**src/rtl/shift_reg_pkg.sv**
```systemverilog
// Shared types and defaults for the serial shift-register controller.
package shift_reg_pkg;

    localparam int unsigned DEFAULT_WIDTH = 8;
    localparam int unsigned DEFAULT_DEPTH = 4;

    typedef enum logic [1:0] {
        IDLE  = 2'd0,
        SHIFT = 2'd1,
        DONE  = 2'd2
    } state_e;

    // Bits needed to count 0 .. n-1 (at least one bit).
    function automatic int unsigned cnt_width(input int unsigned n);
        return (n <= 2) ? 1 : $clog2(n);
    endfunction

endpackage

```
**src/rtl/shift_reg_ctrl_xfer_counter.sv**
```systemverilog
// Bit counter for one transfer: cleared on accept, advanced every SHIFT cycle,
// flags the terminal count on which the FSM leaves SHIFT.
module xfer_counter #(
    parameter int unsigned CNT_W = 4,
    parameter int unsigned TERM  = 11
) (
    input  logic             clk,
    input  logic             resetn,
    input  logic             clr_i,
    input  logic             en_i,
    output logic [CNT_W-1:0] cnt_o,
    output logic             tc_o
);

    logic [CNT_W-1:0] cnt_q;
    logic [CNT_W-1:0] cnt_d;

    // Next count: clear wins over increment, otherwise hold.
    always_comb begin
        // NOTE: every always_comb output gets a default first so no path infers a latch.
        cnt_d = cnt_q;
        if (clr_i) begin
            cnt_d = '0;
        end else if (en_i) begin
            cnt_d = cnt_q + 1'b1;
        end
    end

    // Count register.
    always_ff @(posedge clk or negedge resetn) begin
        // NOTE: sequential state uses non-blocking assignments only.
        if (!resetn) begin
            cnt_q <= '0;
        end else begin
            cnt_q <= cnt_d;
        end
    end

    assign cnt_o = cnt_q;
    assign tc_o  = (cnt_q == CNT_W'(TERM));

endmodule

```
**src/rtl/shift_reg_ctrl.sv**
```systemverilog
// Serializes a parallel word MSB-first into an external DEPTH-stage shift
// register and reassembles the word coming back on sr_out.
module shift_reg_ctrl
    import shift_reg_pkg::*;
#(
    parameter int unsigned WIDTH = DEFAULT_WIDTH,
    parameter int unsigned DEPTH = DEFAULT_DEPTH
) (
    input  logic             clk,
    input  logic             resetn,
    input  logic             tx_valid,
    output logic             tx_ready,
    input  logic [WIDTH-1:0] tx_data,
    output logic             sr_in,
    input  logic             sr_out,
    output logic             rx_valid,
    input  logic             rx_ready,
    output logic [WIDTH-1:0] rx_data,
    output logic             busy,
    output logic [15:0]      xfer_cnt
);

    localparam int unsigned CNT_W = cnt_width(WIDTH + DEPTH);
    localparam int unsigned TERM  = WIDTH + DEPTH - 1;

    state_e             state_q;
    state_e             state_d;
    logic [WIDTH-1:0]   tx_shift_q;
    logic [WIDTH-1:0]   tx_shift_d;
    logic [WIDTH-1:0]   rx_shift_q;
    logic [WIDTH-1:0]   rx_shift_d;
    logic [15:0]        xfer_cnt_q;
    logic [15:0]        xfer_cnt_d;
    logic [CNT_W-1:0]   cnt;
    logic               cnt_tc;
    logic               accept;
    logic               handshake;

    assign accept    = (state_q == IDLE) && tx_valid;
    assign handshake = (state_q == DONE) && rx_ready;

    xfer_counter #(
        .CNT_W (CNT_W),
        .TERM  (TERM)
    ) u_xfer_counter (
        .clk    (clk),
        .resetn (resetn),
        .clr_i  (accept),
        .en_i   (state_q == SHIFT),
        .cnt_o  (cnt),
        .tc_o   (cnt_tc)
    );

    // State register; reset aborts any transfer in flight.
    always_ff @(posedge clk or negedge resetn) begin
        if (!resetn) begin
            state_q <= IDLE;
        end else begin
            state_q <= state_d;
        end
    end

    // Next state: accept in IDLE, leave SHIFT on terminal count, release DONE on rx_ready.
    always_comb begin
        state_d = state_q;
        unique case (state_q)
            IDLE:    if (tx_valid) state_d = SHIFT;
            SHIFT:   if (cnt_tc)   state_d = DONE;
            DONE:    if (rx_ready) state_d = IDLE;
            default:               state_d = IDLE;
        endcase
    end

    // Outputs decoded from state and registered datapath only (no path from tx_data).
    always_comb begin
        tx_ready = 1'b0;
        busy     = 1'b1;
        rx_valid = 1'b0;
        sr_in    = 1'b0;
        unique case (state_q)
            IDLE: begin
                tx_ready = 1'b1;
                busy     = 1'b0;
            end
            SHIFT: begin
                // Past the last data bit, zeros flush the external register.
                sr_in = (cnt < CNT_W'(WIDTH)) ? tx_shift_q[WIDTH-1] : 1'b0;
            end
            DONE: begin
                rx_valid = 1'b1;
            end
            default: begin
                tx_ready = 1'b0;
                busy     = 1'b1;
            end
        endcase
    end

    // Datapath next state: load on accept, shift while in SHIFT, count handshakes.
    always_comb begin
        tx_shift_d = tx_shift_q;
        rx_shift_d = rx_shift_q;
        xfer_cnt_d = xfer_cnt_q;
        if (accept) begin
            tx_shift_d = tx_data;
            rx_shift_d = '0;
        end else if (state_q == SHIFT) begin
            tx_shift_d = {tx_shift_q[WIDTH-2:0], 1'b0};
            // The first driven bit reaches sr_out DEPTH cycles later.
            if (cnt >= CNT_W'(DEPTH)) begin
                rx_shift_d = {rx_shift_q[WIDTH-2:0], sr_out};
            end
        end
        if (handshake) begin
            xfer_cnt_d = xfer_cnt_q + 16'd1;
        end
    end

    // Datapath registers.
    always_ff @(posedge clk or negedge resetn) begin
        // NOTE: the shift words and counter are plain flops, so all of them are reset.
        if (!resetn) begin
            tx_shift_q <= '0;
            rx_shift_q <= '0;
            xfer_cnt_q <= '0;
        end else begin
            tx_shift_q <= tx_shift_d;
            rx_shift_q <= rx_shift_d;
            xfer_cnt_q <= xfer_cnt_d;
        end
    end

    assign rx_data  = rx_shift_q;
    assign xfer_cnt = xfer_cnt_q;

endmodule

```
**config.mk**
```make
export PLATFORM = sky130hd
export DESIGN_NAME = shift_reg_ctrl
export DESIGN_NICKNAME = d
export VERILOG_FILES = /design/src/rtl/shift_reg_pkg.sv /design/src/rtl/shift_reg_ctrl_xfer_counter.sv /design/src/rtl/shift_reg_ctrl.sv
export SDC_FILE = /design/constraint.sdc
export NUM_CORES = 1
export LEC_CHECK = 0
export ABC_AREA = 1
export ABC_CLOCK_PERIOD_IN_PS = 1440
export CAP_MARGIN = 0
export CORE_MARGIN = 3
export CORE_UTILIZATION = 44
export CTS_CLUSTER_DIAMETER = 150
export DETAILED_ROUTE_END_ITERATION = 12
export HOLD_SLACK_MARGIN = 0.12
export PLACE_DENSITY = 0.79
export SETUP_SLACK_MARGIN = 0.2
export SYNTH_ARGS = -nofsm -noshare
export SYNTH_HDL_FRONTEND = slang
export SYNTH_SLANG_ARGS = --single-unit
```
**constraint.sdc**
```tcl
create_clock -name clk -period 1.44 [get_ports clk]
set_clock_uncertainty 0.2 [all_clocks]
set_input_delay 0.288 -clock clk [delete_from_list [all_inputs] [get_ports clk]]
set_output_delay 0.288 -clock clk [all_outputs]
set_load 0.02 [all_outputs]
```
Word-level counts from Yosys, hierarchy flattened
Index checks and enable logic that the tools add are counted.

storage, ports and cells
  bits in registers = 38
  word-level logic and storage cells = 38

operators by class
  add/sub/neg operators = 2
  $lt $le $gt $ge = 2
  eq/ne operators = 6
  muxes and demuxes = 16
  reductions and logical operators = 7

operator list
  kind                                                                                  number
  8-bit 2-to-1 mux                                                                      5
  16-bit by 1-bit adder with 16-bit output (second input constant)                      1
  4-bit 2-to-1 mux                                                                      2
  2-bit 2-to-1 mux                                                                      3
  2-bit != test (second input constant)                                                 3
  2-bit case mux with 3 select lines                                                    1
  1-bit 2-to-1 mux                                                                      5
  4-bit by 1-bit adder with 4-bit output (second input constant)                        1
  4-bit == test (second input constant)                                                 1
  4-bit by 3-bit greater-or-equal comparator with 1-bit output (second input constant)  1
  4-bit less-than comparator (second input constant)                                    1
  2-bit nonzero test                                                                    2
  3-bit AND reduction                                                                   1
  2-bit by 1-bit == test with 1-bit output (second input constant)                      1
  2-bit == test (second input constant)                                                 1
  1-bit logical AND                                                                     2
  2-bit logical NOT                                                                     1
  2-bit AND reduction                                                                   1

Logic depth before layout (Yosys ltp)
  depth after elaboration = 4
  mapped depth = 8

Hierarchy
Synthesis repeated with hierarchy kept, for this count alone.

unflattened totals
  cell total of the unflattened synthesis = 188
  area total of the unflattened synthesis = 1741.7 um^2

by module, submodules not included
  module          instances  cells an instance  area an instance (um^2)
  shift_reg_ctrl  1          162                1532.7
  xfer_counter    1          26                 209.0

Least setup slack after synthesis
OpenSTA, ideal clock, no wires.

  path kind = reg2out
  start point = register state_q[1]
  end point = output sr_in
  arrival = 1.341 ns
  required time = 0.952 ns
  setup slack = -0.389 ns
  cell stages (with the launch flop) = 5
  buffers on the path = 1
  cell sequence = dfrtp_1 nor2_2 inv_1 buf_2 nor3_1

on the way
  longest elaborated chain between the ends = 2

ends and longest elaborated chain
  item                                      RTL line              RTL
  start: declaration                        shift_reg_ctrl.sv:26  state_e state_q;
  start signal: assignment                  shift_reg_ctrl.sv:59  state_q <= state_d;
  2-bit by 1-bit == test with 1-bit output  shift_reg_ctrl.sv:80  unique case (state_q)
  1-bit 2-to-1 mux                          shift_reg_ctrl.sv:80
  end: declaration                          shift_reg_ctrl.sv:14  output logic sr_in,

No other way between the ends.

Worst setup path after layout
  start point = register state_q[1]
  end point = output busy

on the way
  longest elaborated chain between the ends = 2

ends and longest elaborated chain
  item               RTL line              RTL
  2-bit logical NOT  shift_reg_ctrl.sv:80
  1-bit 2-to-1 mux   shift_reg_ctrl.sv:80
  end: declaration   shift_reg_ctrl.sv:19  output logic busy,

No other way between the ends.

==> impl_metrics.json <==
{
  "vdd_drop_max_mv": 1.37,
  "setup_violations": 38,
  "tightest_slew_ns": 0.282,
  "critical_path_depth": 4,
  "arrival_ns": 1.18,
  "path_max_fanout": 3,
  "synth_xor_area_frac": 0.0452,
  "path_cells": "buf_6 > nor2_4 > inv_2 > buf_6",
  "track_usage": 0.208,
  "clock_sinks": 38,
  "cts_max_path_buffers": 2,
  "reg2reg_slack_ns": -0.20,
  "path_buf_inv": 3,
  "muxShareOfSynthArea": 0,
  "netlist-cell-type-count": 22,
  "cts_tree": "done",
  "port_buffers": 40,
  "timing.rr.start": "state_q[1]",
  "max_slew_margin": 0.810,
  "area_growth_pct": 73.6,
  "syn_area_sq_um": 1750,
  "hold_viol_final": 0,
  "cts.clk_slew.worst_paths_ns": 0.08,
  "synth_seq_area_share": 0.545,
  "violations": "negative setup slack",
  "cts_made_buffers": 5,
  "ff_latch_area_sq_um": 965,
  "slowest_delay_ns": 0.42,
  "num_io_pins": 41,
  "initial_utilization": 0.466,
  "grt_pass1_wl_microns": 7200,
  "viasPerCell": 5.10,
  "wirelength_microns": 5040,
  "outcome": "complete, but fails checks",
  "cts-root-buf": "clkbuf_8",
  "path_delay_family": "flip-flops",
  "gp_congestion": 0.830,
  "die_x_microns": 69.0,
  "rsz0062_at_grt": "true",
  "period_share": 1.16,
  "die_area_sq_um": 4760,
  "worstSetupEndpointType": "primary output",
  "hold_class": "in2async",
  "syn_nets": 212,
  "remaining_drc_errors": 0,
  "dp.cells": 318,
  "multiInputGateArea_sq_um": 875,
  "final_core_util": 0.809,
  "dp_hpwl_microns": 3020,
  "setup_ws_ns": -0.229,
  "drv_slew": 0,
  "maxCapViolCount": 0,
  "synthCells": 197,
  "drive_above_1_share": 0.464,
  "synthSimpleGateAreaFrac": 0.229,
  "synth_fa_ha_area_frac": 0.0143,
  "max_freq_mhz": 599,
  "worstSetupStartpointType": "register",
  "worstSetupPathType": "reg2out",
  "grt_max_degree": 18,
  "htreeDepth": 2,
  "r2r_end": "rx_data[0]",
  "floorplan.rows": 22,
  "core_sq_um": 3740,
  "antenna_found_initial": 0,
  "num_antenna_cells": 0,
  "vias": 1738,
  "final_common_cell": "buf_6",
  "yosysWarnings": 0,
  "post-route-min-period_ns": 1.67,
  "crit_path_top_delay_cell": "dfrtp_1",
  "synth_compound_area_frac": 0.0889,
  "drt_iter0_drc": 71,
  "p_per_area_nw_per_um2": 1600,
  "wl_per_cell_microns": 14.8,
  "firstDrtPassIters": 4,
  "finalPower_mw": 4.84,
  "nets": 307,
  "reg2regPathDepth": 7,
  "holdWs_ns": 0.201,
  "critPathMostFrequentCell": "buf_6",
  "fin_cells": 341,
  "p_leak_nw": 1.45,
  "clock_latency_ns": 0.30,
  "grt_pass1_vias": 1663,
  "gr-total-overflow": 0,
  "syn_area_per_cell_sq_um": 8.86,
  "synth_top_family_by_area": "simple AND/OR/NAND/NOR gates",
  "final_cell_mix": "buf_6, nand2_1, inv_1, buf_4, dfrtp_1",
  "drtAntennaViolNets": 0,
  "crit_required_ns": 0.95,
  "fillCellCount": 218,
  "ys_ff_latch": 38,
  "die_y_microns": 69.0
}
routing by layer:
| metal | wire [microns] | vias up | GRT usage |
|---|---|---|---|
| li1 | - | 830 | - |
| met1 | 1870 | 838 | 0.227 |
| met2 | 2840 | 60 | 0.373 |
| met3 | 250 | 10 | 0.0681 |
| met4 | 82 | 0 | 0.0754 |
| met5 | 0 | - | 0 |
what timing repair did:
action,in CTS,in global routing
gates resized for setup,188,46
cloned,0,1
setup buffers,4,9
pin swaps,8,17
endpoints found under the setup margin,65,83
endpoints found under the hold margin,38,0
hold buffers,1,0
flip-flops by register name, indices dropped and copies added, names as in the netlist:
name and flops:
state_q 2, tx_shift_q 8, rx_data 8, xfer_cnt 16, u_xfer_counter.cnt_o 4
stage by stage:
step	setup slack (ns)	TNS [ns]	instance area, sq um
5_1_grt	-0.285	-6.05	3030
4_1_cts	-0.211	-2.14	2780
3_3_place_gp	-0.363	-7.05	2500
3_5_place_dp	-0.400	-8.31	2500
6_report	-0.229	-3.65	3030
2_1_floorplan	-0.0740	-0.506	1790
report_power, final:
part	internal (mW)	total (mW)	leakage [nW]	switching [mW]
combinational	1.13	2.36	0.918	1.23
sequential	1.37	1.58	0.484	0.216
clock	0.517	0.899	0.0514	0.382
total	3.02	4.84	1.45	1.83
synthesized netlist by cell type:
master / instances / area share
nor3_1: 4 / 0.011
nor2_4: 2 / 0.013
nor2_2: 2 / 0.0072
nand2_2: 4 / 0.014
o21ai_0: 6 / 0.017
a21oi_1: 1 / 0.0029
nand2_1: 47 / 0.10
nand3b_1: 1 / 0.0043
inv_1: 33 / 0.071
buf_2: 1 / 0.0029
xnor2_1: 6 / 0.030
ha_1: 2 / 0.014
nand3_1: 10 / 0.029
xor2_1: 3 / 0.015
dfrtp_1: 38 / 0.54
nand3_2: 1 / 0.0057
inv_2: 2 / 0.0043
o21ai_2: 1 / 0.0050
nor2_1: 15 / 0.032
o221ai_1: 7 / 0.035
nand4_1: 3 / 0.011
o22ai_1: 8 / 0.029
logic make-up after synthesis:
group                    Yosys count
AO/OA/AOI/OAI                     23
buffers and inverters             36
AND/OR/NAND/NOR                   89
flip-flops                        38
XOR/XNOR                           9
adder cells (fa/ha/maj)            2
final cells by class:
type	count	area share
clock inverters	2	0.0124
clock buffers	6	0.0239
repair buffers	88	0.292
multi-input cells	124	0.289
inverters	35	0.0450
well taps	48	0.0198
flip-flops and latches	38	0.318
how the worst max path moves through the flow:
stage                     from      endpoint
global placement    state_q[1]      tx_ready
detailed placement    rx_ready  xfer_cnt[14]
global route        state_q[0]         sr_in
CTS                 state_q[1]         sr_in
finish              state_q[1]          busy
floorplan           state_q[1]         sr_in
Note: power is estimated with default switching activity, not from simulation.
